<file path="config.mk">
export PLATFORM = sky130hd
export DESIGN_NAME = mem_load_unit
export DESIGN_NICKNAME = d
export VERILOG_FILES = /design/src/rtl/mem_load_pkg.sv /design/src/rtl/load_extract.sv /design/src/rtl/mem_load_unit.sv
export SDC_FILE = /design/constraint.sdc
export NUM_CORES = 1
export LEC_CHECK = 0
export ABC_AREA = 1
export CORE_MARGIN = 8
export CORE_UTILIZATION = 35
export DETAILED_ROUTE_END_ITERATION = 12
export MAX_ROUTING_LAYER = met4
export PLACE_DENSITY = 0.62
export SYNTH_ARGS = -nofsm -noshare
export SYNTH_HDL_FRONTEND = slang
export SYNTH_SLANG_ARGS = --single-unit
</file>
<file path="constraint.sdc">
create_clock -name clk -period 1.6 [get_ports clk]
set_clock_uncertainty 0.05 [all_clocks]
set_input_delay 0.48 -clock clk [delete_from_list [all_inputs] [get_ports clk]]
set_output_delay 0.48 -clock clk [all_outputs]
set_load 0.005 [all_outputs]
</file>
<file path="src/rtl/mem_load_pkg.sv">
// rtl/mem_load_pkg.sv - shared encodings, states and alignment check for mem_load_unit
package mem_load_pkg;

  typedef enum logic [1:0] {
    SIZE_WORD = 2'b00,
    SIZE_HALF = 2'b01,
    SIZE_BYTE = 2'b10,
    SIZE_RSVD = 2'b11
  } load_size_e;

  typedef enum logic [1:0] {
    IDLE    = 2'b00,
    WAIT    = 2'b01,
    EXTRACT = 2'b10,
    FAULT   = 2'b11
  } state_e;

  localparam int MAX_MEM_LATENCY = 15;

  // Reserved size is treated as misaligned so it takes the fault path.
  function automatic logic is_misaligned(input logic [1:0] size, input logic [1:0] addr_lo);
    case (size)
      SIZE_WORD: return (addr_lo != 2'b00);
      SIZE_HALF: return addr_lo[0];
      SIZE_BYTE: return 1'b0;
      default:   return 1'b1;
    endcase
  endfunction

endpackage

</file>
<file path="src/rtl/load_extract.sv">
// rtl/load_extract.sv - combinational lane select and extension of the MDR word
// LOAD_SIGNED_EN enables sign extension; otherwise all sub-word loads zero-extend.
module load_extract
  import mem_load_pkg::*;
(
  input  logic [31:0] mdr,
  input  logic [1:0]  size,
  input  logic [1:0]  addr_lo,
`ifdef LOAD_SIGNED_EN
  input  logic        load_signed,
`endif
  output logic [31:0] ext_data
);

  logic [7:0]  byte_sel;
  logic [15:0] half_sel;
  logic        fill;

  always_comb begin
    byte_sel = mdr[{addr_lo, 3'b000} +: 8];
    half_sel = addr_lo[1] ? mdr[31:16] : mdr[15:0];
    fill     = 1'b0;
    ext_data = mdr;
    case (size)
      SIZE_HALF: begin
`ifdef LOAD_SIGNED_EN
        fill = load_signed & half_sel[15];
`endif
        ext_data = {{16{fill}}, half_sel};
      end
      SIZE_BYTE: begin
`ifdef LOAD_SIGNED_EN
        fill = load_signed & byte_sel[7];
`endif
        ext_data = {{24{fill}}, byte_sel};
      end
      default: ext_data = mdr;
    endcase
  end

endmodule

</file>
<file path="src/rtl/mem_load_unit.sv">
// rtl/mem_load_unit.sv - load FSM: latency counter, MDR capture and registered extended result
// LOAD_SIGNED_EN keeps the latched LoadSigned flop and honours sign extension.
module mem_load_unit
  import mem_load_pkg::*;
#(
  parameter int MEM_LATENCY = 1
) (
  input  logic        clk,
  input  logic        reset,
  input  logic        start,
  input  logic [1:0]  LoadSize,
  input  logic        LoadSigned,
  input  logic [1:0]  AddrLo,
  input  logic [31:0] MemData,
  output logic        busy,
  output logic        done,
  output logic        fault,
  output logic [31:0] LoadData
);

  localparam int LAT_CLAMP = (MEM_LATENCY < 1) ? 1 :
                             (MEM_LATENCY > MAX_MEM_LATENCY) ? MAX_MEM_LATENCY : MEM_LATENCY;
  localparam logic [3:0] CNT_LOAD = 4'(LAT_CLAMP - 1);

  state_e      state_q, state_d;
  logic [3:0]  cnt_q, cnt_d;
  logic [31:0] mdr_q, mdr_d;
  logic [1:0]  size_q, size_d;
  logic [1:0]  addr_q, addr_d;
  logic [31:0] load_data_q, load_data_d;
  logic        done_q, done_d;
  logic        fault_q, fault_d;
  logic [31:0] ext_data;

`ifdef LOAD_SIGNED_EN
  logic        signed_q, signed_d;
`else
  logic        unused_load_signed;
  assign unused_load_signed = LoadSigned;
`endif

  load_extract u_extract (
    .mdr         (mdr_q),
    .size        (size_q),
    .addr_lo     (addr_q),
`ifdef LOAD_SIGNED_EN
    .load_signed (signed_q),
`endif
    .ext_data    (ext_data)
  );

  always_comb begin
    state_d     = state_q;
    cnt_d       = cnt_q;
    mdr_d       = mdr_q;
    size_d      = size_q;
    addr_d      = addr_q;
    load_data_d = load_data_q;
    done_d      = 1'b0;
    fault_d     = 1'b0;
`ifdef LOAD_SIGNED_EN
    signed_d    = signed_q;
`endif
    case (state_q)
      IDLE: begin
        if (start) begin
          size_d = LoadSize;
          addr_d = AddrLo;
`ifdef LOAD_SIGNED_EN
          signed_d = LoadSigned;
`endif
          if (is_misaligned(LoadSize, AddrLo)) begin
            state_d = FAULT;
          end else begin
            cnt_d   = CNT_LOAD;
            state_d = WAIT;
          end
        end
      end
      WAIT: begin
        if (cnt_q == 4'd0) begin
          mdr_d   = MemData;
          state_d = EXTRACT;
        end else begin
          cnt_d = cnt_q - 4'd1;
        end
      end
      EXTRACT: begin
        load_data_d = ext_data;
        done_d      = 1'b1;
        state_d     = IDLE;
      end
      FAULT: begin
        done_d  = 1'b1;
        fault_d = 1'b1;
        state_d = IDLE;
      end
      default: state_d = IDLE;
    endcase
  end

  always_ff @(posedge clk or negedge reset) begin
    if (!reset) begin
      state_q     <= IDLE;
      cnt_q       <= 4'd0;
      mdr_q       <= 32'd0;
      size_q      <= 2'b00;
      addr_q      <= 2'b00;
      load_data_q <= 32'd0;
      done_q      <= 1'b0;
      fault_q     <= 1'b0;
`ifdef LOAD_SIGNED_EN
      signed_q    <= 1'b0;
`endif
    end else begin
      state_q     <= state_d;
      cnt_q       <= cnt_d;
      mdr_q       <= mdr_d;
      size_q      <= size_d;
      addr_q      <= addr_d;
      load_data_q <= load_data_d;
      done_q      <= done_d;
      fault_q     <= fault_d;
`ifdef LOAD_SIGNED_EN
      signed_q    <= signed_d;
`endif
    end
  end

  assign busy     = (state_q != IDLE);
  assign done     = done_q;
  assign fault    = fault_q;
  assign LoadData = load_data_q;

endmodule

</file>
==> results of run 1 <==
==> cell usage in the layout, fill, tap and decap left out, types with 3 or more instances in the layout <==
master           synthesis  final
nand2_1                116    114
dfrtp_1                 76     76
inv_1                   44     44
a21oi_1                 41     41
clkdlybuf4s50_1          0     37
dlygate4sd2_1            0     34
nor2_1                  31     31
o21ai_1                 26     25
o21ai_0                 21     21
nand3_1                 20     20
buf_4                    0     16
clkbuf_8                 0     10
o31ai_1                  8      8
buf_12                   0      5
inv_2                    3      3
ha_1                     3      3
bufinv_16                0      3
==> state kept, by name, summed over array words and instances, names as in the netlist <==
| register | cells |
|---|---|
| fault | 1 |
| state_q | 2 |
| size_q | 2 |
| done | 1 |
| addr_q | 2 |
| LoadData | 32 |
| mdr_q | 32 |
| cnt_q | 4 |
==> logic make-up (layout without fill, tap and decap cells) <==
family,after synthesis,count (layout),synth area share (%)
buffers and inverters,68,157,8.445
DFF,76,76,55.09
AOI/OAI and AO/OA,98,98,14.97
and+or+nand+nor,171,171,20.08
muxes,1,1,0.3262
adders and majority gates,3,3,1.087
==> layer usage <==
metal / vias to the layer above / global-route usage, % / part of all wire (%) / wire [um]
met1: 1405 / 18.53 / 48 / 4216
met4: 0 / 4.816 / 1.4 / 121
li1: 1502 / - / - / -
met2: 64 / 21.36 / 47 / 4065
met3: 14 / 2.941 / 3.8 / 334
met5: - / - / 0 / 0
==> final cells by class <==
cell class / instances / share of cell area (%)
inverter: 47 / 3.780
clock buffer: 10 / 2.949
sequential: 76 / 40.75
multi-input combinational: 273 / 27.27
timing repair buffer: 94 / 19.36
tap: 133 / 3.566
clock inverter: 6 / 2.332
==> final timing paths <==
kind                         startpoint      endpoint  slack (ns)  cells past startpoint
setup / recovery           LoadData[31]  LoadData[31]        0.06                      1
hold / removal             LoadData[29]  LoadData[29]        0.43                      2
setup reg to reg              size_q[1]  LoadData[13]        0.15                      5
hold reg to reg            LoadData[29]  LoadData[29]        0.43                      2
max in group asynchronous         reset  LoadData[21]        0.53                      3
min in group asynchronous         reset   LoadData[1]        0.50                      2
==> Yosys cell counts <==
library cell | number | share of area [%]
nand2_1 | 116 | 13
dfrtp_1 | 76 | 55
inv_1 | 44 | 4.8
a21oi_1 | 41 | 5.9
nor2_1 | 31 | 3.4
o21ai_1 | 26 | 3.8
o21ai_0 | 21 | 3.0
nand3_1 | 20 | 2.9
buf_2 | 17 | 2.5
o31ai_1 | 8 | 1.7
ha_1 | 3 | 1.1
inv_2 | 3 | 0.33
buf_6 | 2 | 0.65
clkbuf_1 | 2 | 0.22
a21oi_2 | 1 | 0.25
mux2_2 | 1 | 0.33
nand2_2 | 1 | 0.18
nand3_4 | 1 | 0.51
nor2_4 | 1 | 0.33
o211ai_1 | 1 | 0.22
or2_2 | 1 | 0.18
==> report_power, final <==
part / total (mW) / internal (mW) / switching [mW]
sequential: 3.32 / 2.82 / 0.492
clock: 1.79 / 1.08 / 0.715
combinational: 4.38 / 1.81 / 2.57
==> what timing repair did <==
item | in CTS | in global routing
gates resized for setup | 38 | 3
pin swaps | 0 | 1
setup endpoints to repair | 35 | 16
hold endpoints to repair | 15 | 0
buffers inserted | 5 | 0
hold buffers | 1 | 0
==> run_results.csv, run 1 <==
group,metric,value,unit
pwr,p_leak,2.360,nW
clocking,htreeDepth,3,
synthesis,syn-instance-count,417,
cells_and_area,nets,544,
sta,fin_tns_setup,0,ns
sta,tightest_slew,0.3547,ns
pwr,ir_drop,0.0007414,V
placement,globalplace.congestion,0.8039,
floorplan,start_util,35.65,%
synthesis,synth-seq-cells,76,
route,vias,2985,
sta,max_freq,648.5,MHz
synthesis,synth.yosys.warnings,0,
route,via_per_inst,4.671,
floorplan,die_area,13300,sq um
clocking,clk-insertion-delay-late,0.34,ns
sta,setup_viol_count_final,0,
flow_run,cap_violations,0,
sta,setup_slack,0.05802,ns
worst_setup_path,cp_data_arrival_time,1.01,ns
placement,place_area,4409,sq um
worst_setup_path,worstPathCellList,"dlygate4sd2_1",
clocking,cts_buffers,9,
clocking,max-clock-path-buffers,2,
floorplan,row_count,36,
synthesis,ys_types,21,
sta,drv_slew,0,
hold_path,min-delay-path-class,"reg2reg",
worst_setup_path,cpLargestDelayFamily,"flip-flops",
global_routing,antenna_found_initial,0,
floorplan,fp.dieH,115.3,um
route,ant_nets,0,
cells_and_area,multi_input_area,1272,sq um
cells_and_area,syn2layout_area_growth,35.19,%
sta,whs,0.4298,ns
global_routing,grt_max_degree,57,
global_routing,gr-usage-all-layers,14.18,%
clocking,clk_pin_slew_worst_paths,0.08,ns
route,totalWireLength,8737,um
worst_setup_path,crit_required,1.07,ns
placement,dp.cells,617,
worst_setup_path,path_buf_inv,1,
cells_and_area,fin_cells,639,
synthesis,syn_nets,460,
placement,place_hpwl,6474,um
route,drc,0,
global_routing,grt_pass1_vias,2994,
worst_setup_path,crit_path_top_delay_cell,"dfrtp_1",
pwr,finalPower,9.491,mW
worst_setup_path,start_kind,"flip-flop",
global_routing,grt_overflow,0,
global_routing,grt_pass1_wl,14460,um
synthesis,ys_seq_area_share,55.09,%
synthesis,syn_area,3452,sq um
sta,hold_violations,0,
route,drt-initial-drc-count,156,
floorplan,io_pins,75,
sta,relSlewSlack,76.35,%
cells_and_area,drive_above_1_share,9.881,%
cells_and_area,register_area,1902,sq um
sta,period_share,96.37,%
placement,place_ws,-0.09064,ns
worst_setup_path,slowest_delay,0.40,ns
route,first_pass_iters,4,
run_status,status,"finished, final reports clean",
pwr,power_density,2034,nW/um^2
worst_setup_path,critPathKind,"reg2out",
route,drt-wirelength-per-cell,13.67,um
synthesis,synth_area_per_cell,8.278,sq um
clocking,cts_tree,"done",
cells_and_area,insertedDiodeCount,0,
cells_and_area,final_cell_area,4667,sq um
placement,portBuffers,73,
sta,rsz0062_at_grt,"no",
worst_setup_path,crit_path_end_kind,"primary output",
sta,fin_crit,1.542,ns
cells_and_area,n_fill_cell,968,
worst_setup_path,worst-path-max-fanout,2,
clocking,clock-sinks,76,
floorplan,dieWidth,115.3,um
floorplan,core-area,9684,sq um
clocking,cts_root_buf,"clkbuf_8",
cells_and_area,fin_util,48.19,%
No activity file was read; power rests on OpenSTA's default activity.
==> run 2: changes to the inputs <==
- CORE_UTILIZATION: 35 -> 51
- PLACE_DENSITY: 0.62 -> 0.83
==> run_results.csv, run 2 (synthesis results as in run 1) <==
group,metric,value,unit
run_status,status,"finished, final reports clean",
worst_setup_path,cpLargestDelayFamily,"flip-flops",
clocking,max-clock-path-buffers,2,
cells_and_area,n_fill_cell,566,
pwr,switching_power,3.915,mW
route,first_pass_iters,4,
worst_setup_path,reg2regPathDepth,5,
worst_setup_path,timing.rr.end,"LoadData[11]",
cells_and_area,syn2layout_area_growth,34.14,%
pwr,clkPwrFrac,16.2,%
sta,drv_slew,0,
worst_setup_path,critPathKind,"reg2out",
floorplan,fp.dieH,98.27,um
clocking,cts_root_buf,"clkbuf_8",
route,vias,3087,
worst_setup_path,rrSetupSlack,0.11,ns
cells_and_area,layout_common_cells,"nand2_1 (114), dfrtp_1 (76), inv_1 (44), a21oi_1 (41), clkdlybuf4s50_1 (37)",
route,totalWireLength,8693,um
sta,rsz0062_at_grt,"no",
worst_setup_path,worstPathCellList,"dlygate4sd2_1",
pwr,power_density,2034,nW/um^2
clocking,cts_buffers,9,
worst_setup_path,start_kind,"flip-flop",
worst_setup_path,slowest_delay,0.40,ns
cells_and_area,nets,554,
clocking,clk-insertion-delay-late,0.35,ns
cells_and_area,multi_input_area,1277,sq um
cells_and_area,register_area,1902,sq um
placement,place_hpwl,6310,um
route,drt-wirelength-per-cell,14.59,um
sta,tightest_slew,0.3770,ns
sta,hold_violations,0,
cells_and_area,drive_above_1_share,11.82,%
floorplan,start_util,51.67,%
route,highest_layer,"met4",
hold_path,min-delay-path-class,"reg2reg",
worst_setup_path,endpoint,"LoadData[11]",
sta,setup_viol_count_final,0,
global_routing,antenna_found_initial,0,
global_routing,grt_pass1_vias,3158,
pwr,comb_power_share,48.7,%
pwr,p_int,5.503,mW
worst_setup_path,cp.depth,1,
floorplan,die_area,9657,sq um
worst_setup_path,crit_path_end_kind,"primary output",
worst_setup_path,cp_data_arrival_time,1.03,ns
route,drc,0,
route,wl_met3,477,um
sta,max_freq,642.5,MHz
worst_setup_path,crit_path_top_delay_cell,"dfrtp_1",
global_routing,grt_max_degree,35,
route,met1_length,3566,um
placement,portBuffers,73,
worst_setup_path,crit_required,1.07,ns
floorplan,core-area,6681,sq um
pwr,p_leak,2.373,nW
clocking,htreeDepth,3,
worst_setup_path,worst-path-max-fanout,2,
global_routing,gr-usage-all-layers,18.91,%
worst_setup_path,cp-startpoint,"LoadData[11]",
sta,relSlewSlack,74.86,%
route,wl_met2,4408,um
route,via_per_inst,5.180,
floorplan,io_pins,75,
worst_setup_path,path_buf_inv,1,
floorplan,dieWidth,98.27,um
flow_run,cap_violations,0,
route,drt-initial-drc-count,164,
pwr,power_frac_seq,35.1,%
sta,fin_crit,1.556,ns
cells_and_area,final_common_cell,"nand2_1",
floorplan,row_count,30,
placement,globalplace.congestion,0.8725,
placement,place_area,4330,sq um
cells_and_area,final_cell_area,4631,sq um
clocking,clk_pin_slew_worst_paths,0.09,ns
worst_setup_path,r2r-start,"size_q[1]",
global_routing,grt_pass1_wl,14450,um
sta,period_share,97.27,%
pwr,ir_drop,0.001102,V
cells_and_area,insertedDiodeCount,0,
sta,fin_tns_setup,0,ns
global_routing,grt_overflow,0,
clocking,clock-sinks,76,
pwr,swShare,41.57,%
route,ant_nets,0,
clocking,cts_tree,"done",
run 2: metal layers:
metal	track usage (%)	up-vias
li1	-	1524
met1	21.07	1442
met2	31.61	96
met3	4.267	25
met4	8.973	0
met5	-	-
run 2: area by class of cell:
cell class | count | area share, %
Clock buffer | 10 | 2.972
Clock inverter | 6 | 1.540
Inverter | 47 | 3.810
Multi-Input combinational cell | 273 | 27.59
Sequential cell | 76 | 41.07
Tap cell | 80 | 2.162
Timing Repair Buffer | 104 | 20.86
run 2: metrics by stage:
| step | hold slack, ns | instances | util (%) | worst slack [ns] | total power [mW] |
|---|---|---|---|---|---|
| floorplan | 0.1344 | 417 | - | 0.1764 | 6.033 |
| global placement | 0.3439 | 564 | 64.81 | -0.05168 | 7.674 |
| detailed placement | 0.3431 | 564 | 64.81 | -0.08432 | 7.885 |
| CTS | 0.4392 | 595 | 69.19 | -0.05775 | 9.431 |
| global route | 0.4625 | 596 | 69.31 | 0.002810 | 10.19 |
| finish | 0.4371 | 596 | 69.31 | 0.04367 | 9.417 |
run 2: worst min-delay path by stage:
| stage | cells after the start | slack (ns) | from | endpoint |
|---|---|---|---|---|
| final | 2 | 0.44 | LoadData[21] | LoadData[21] |
| after CTS | 2 | 0.44 | LoadData[6] | LoadData[6] |
| after floorplan | 0 | 0.13 | reset | LoadData[0] |
| after detailed placement | 1 | 0.34 | reset | mdr_q[18] |
| after global routing | 2 | 0.46 | LoadData[27] | LoadData[27] |
| after global placement | 1 | 0.34 | reset | mdr_q[18] |
run 2: power groups by stage:
| stage | Combinational (mW) | Clock [mW] | Sequential, mW |
|---|---|---|---|
| after detailed placement | 4.52 | 0 | 3.36 |
| final | 4.59 | 1.52 | 3.31 |
| after global placement | 4.36 | 0 | 3.31 |
| after floorplan | 2.74 | 0 | 3.29 |
| after global routing | 5.15 | 1.62 | 3.42 |
| after CTS | 4.57 | 1.55 | 3.31 |
run 2: what timing repair did:
action,CTS,global route
hold buffers,1,0
endpoints found under the setup margin,41,13
setup buffers,14,1
resized for setup,38,5
hold endpoints to repair,18,0
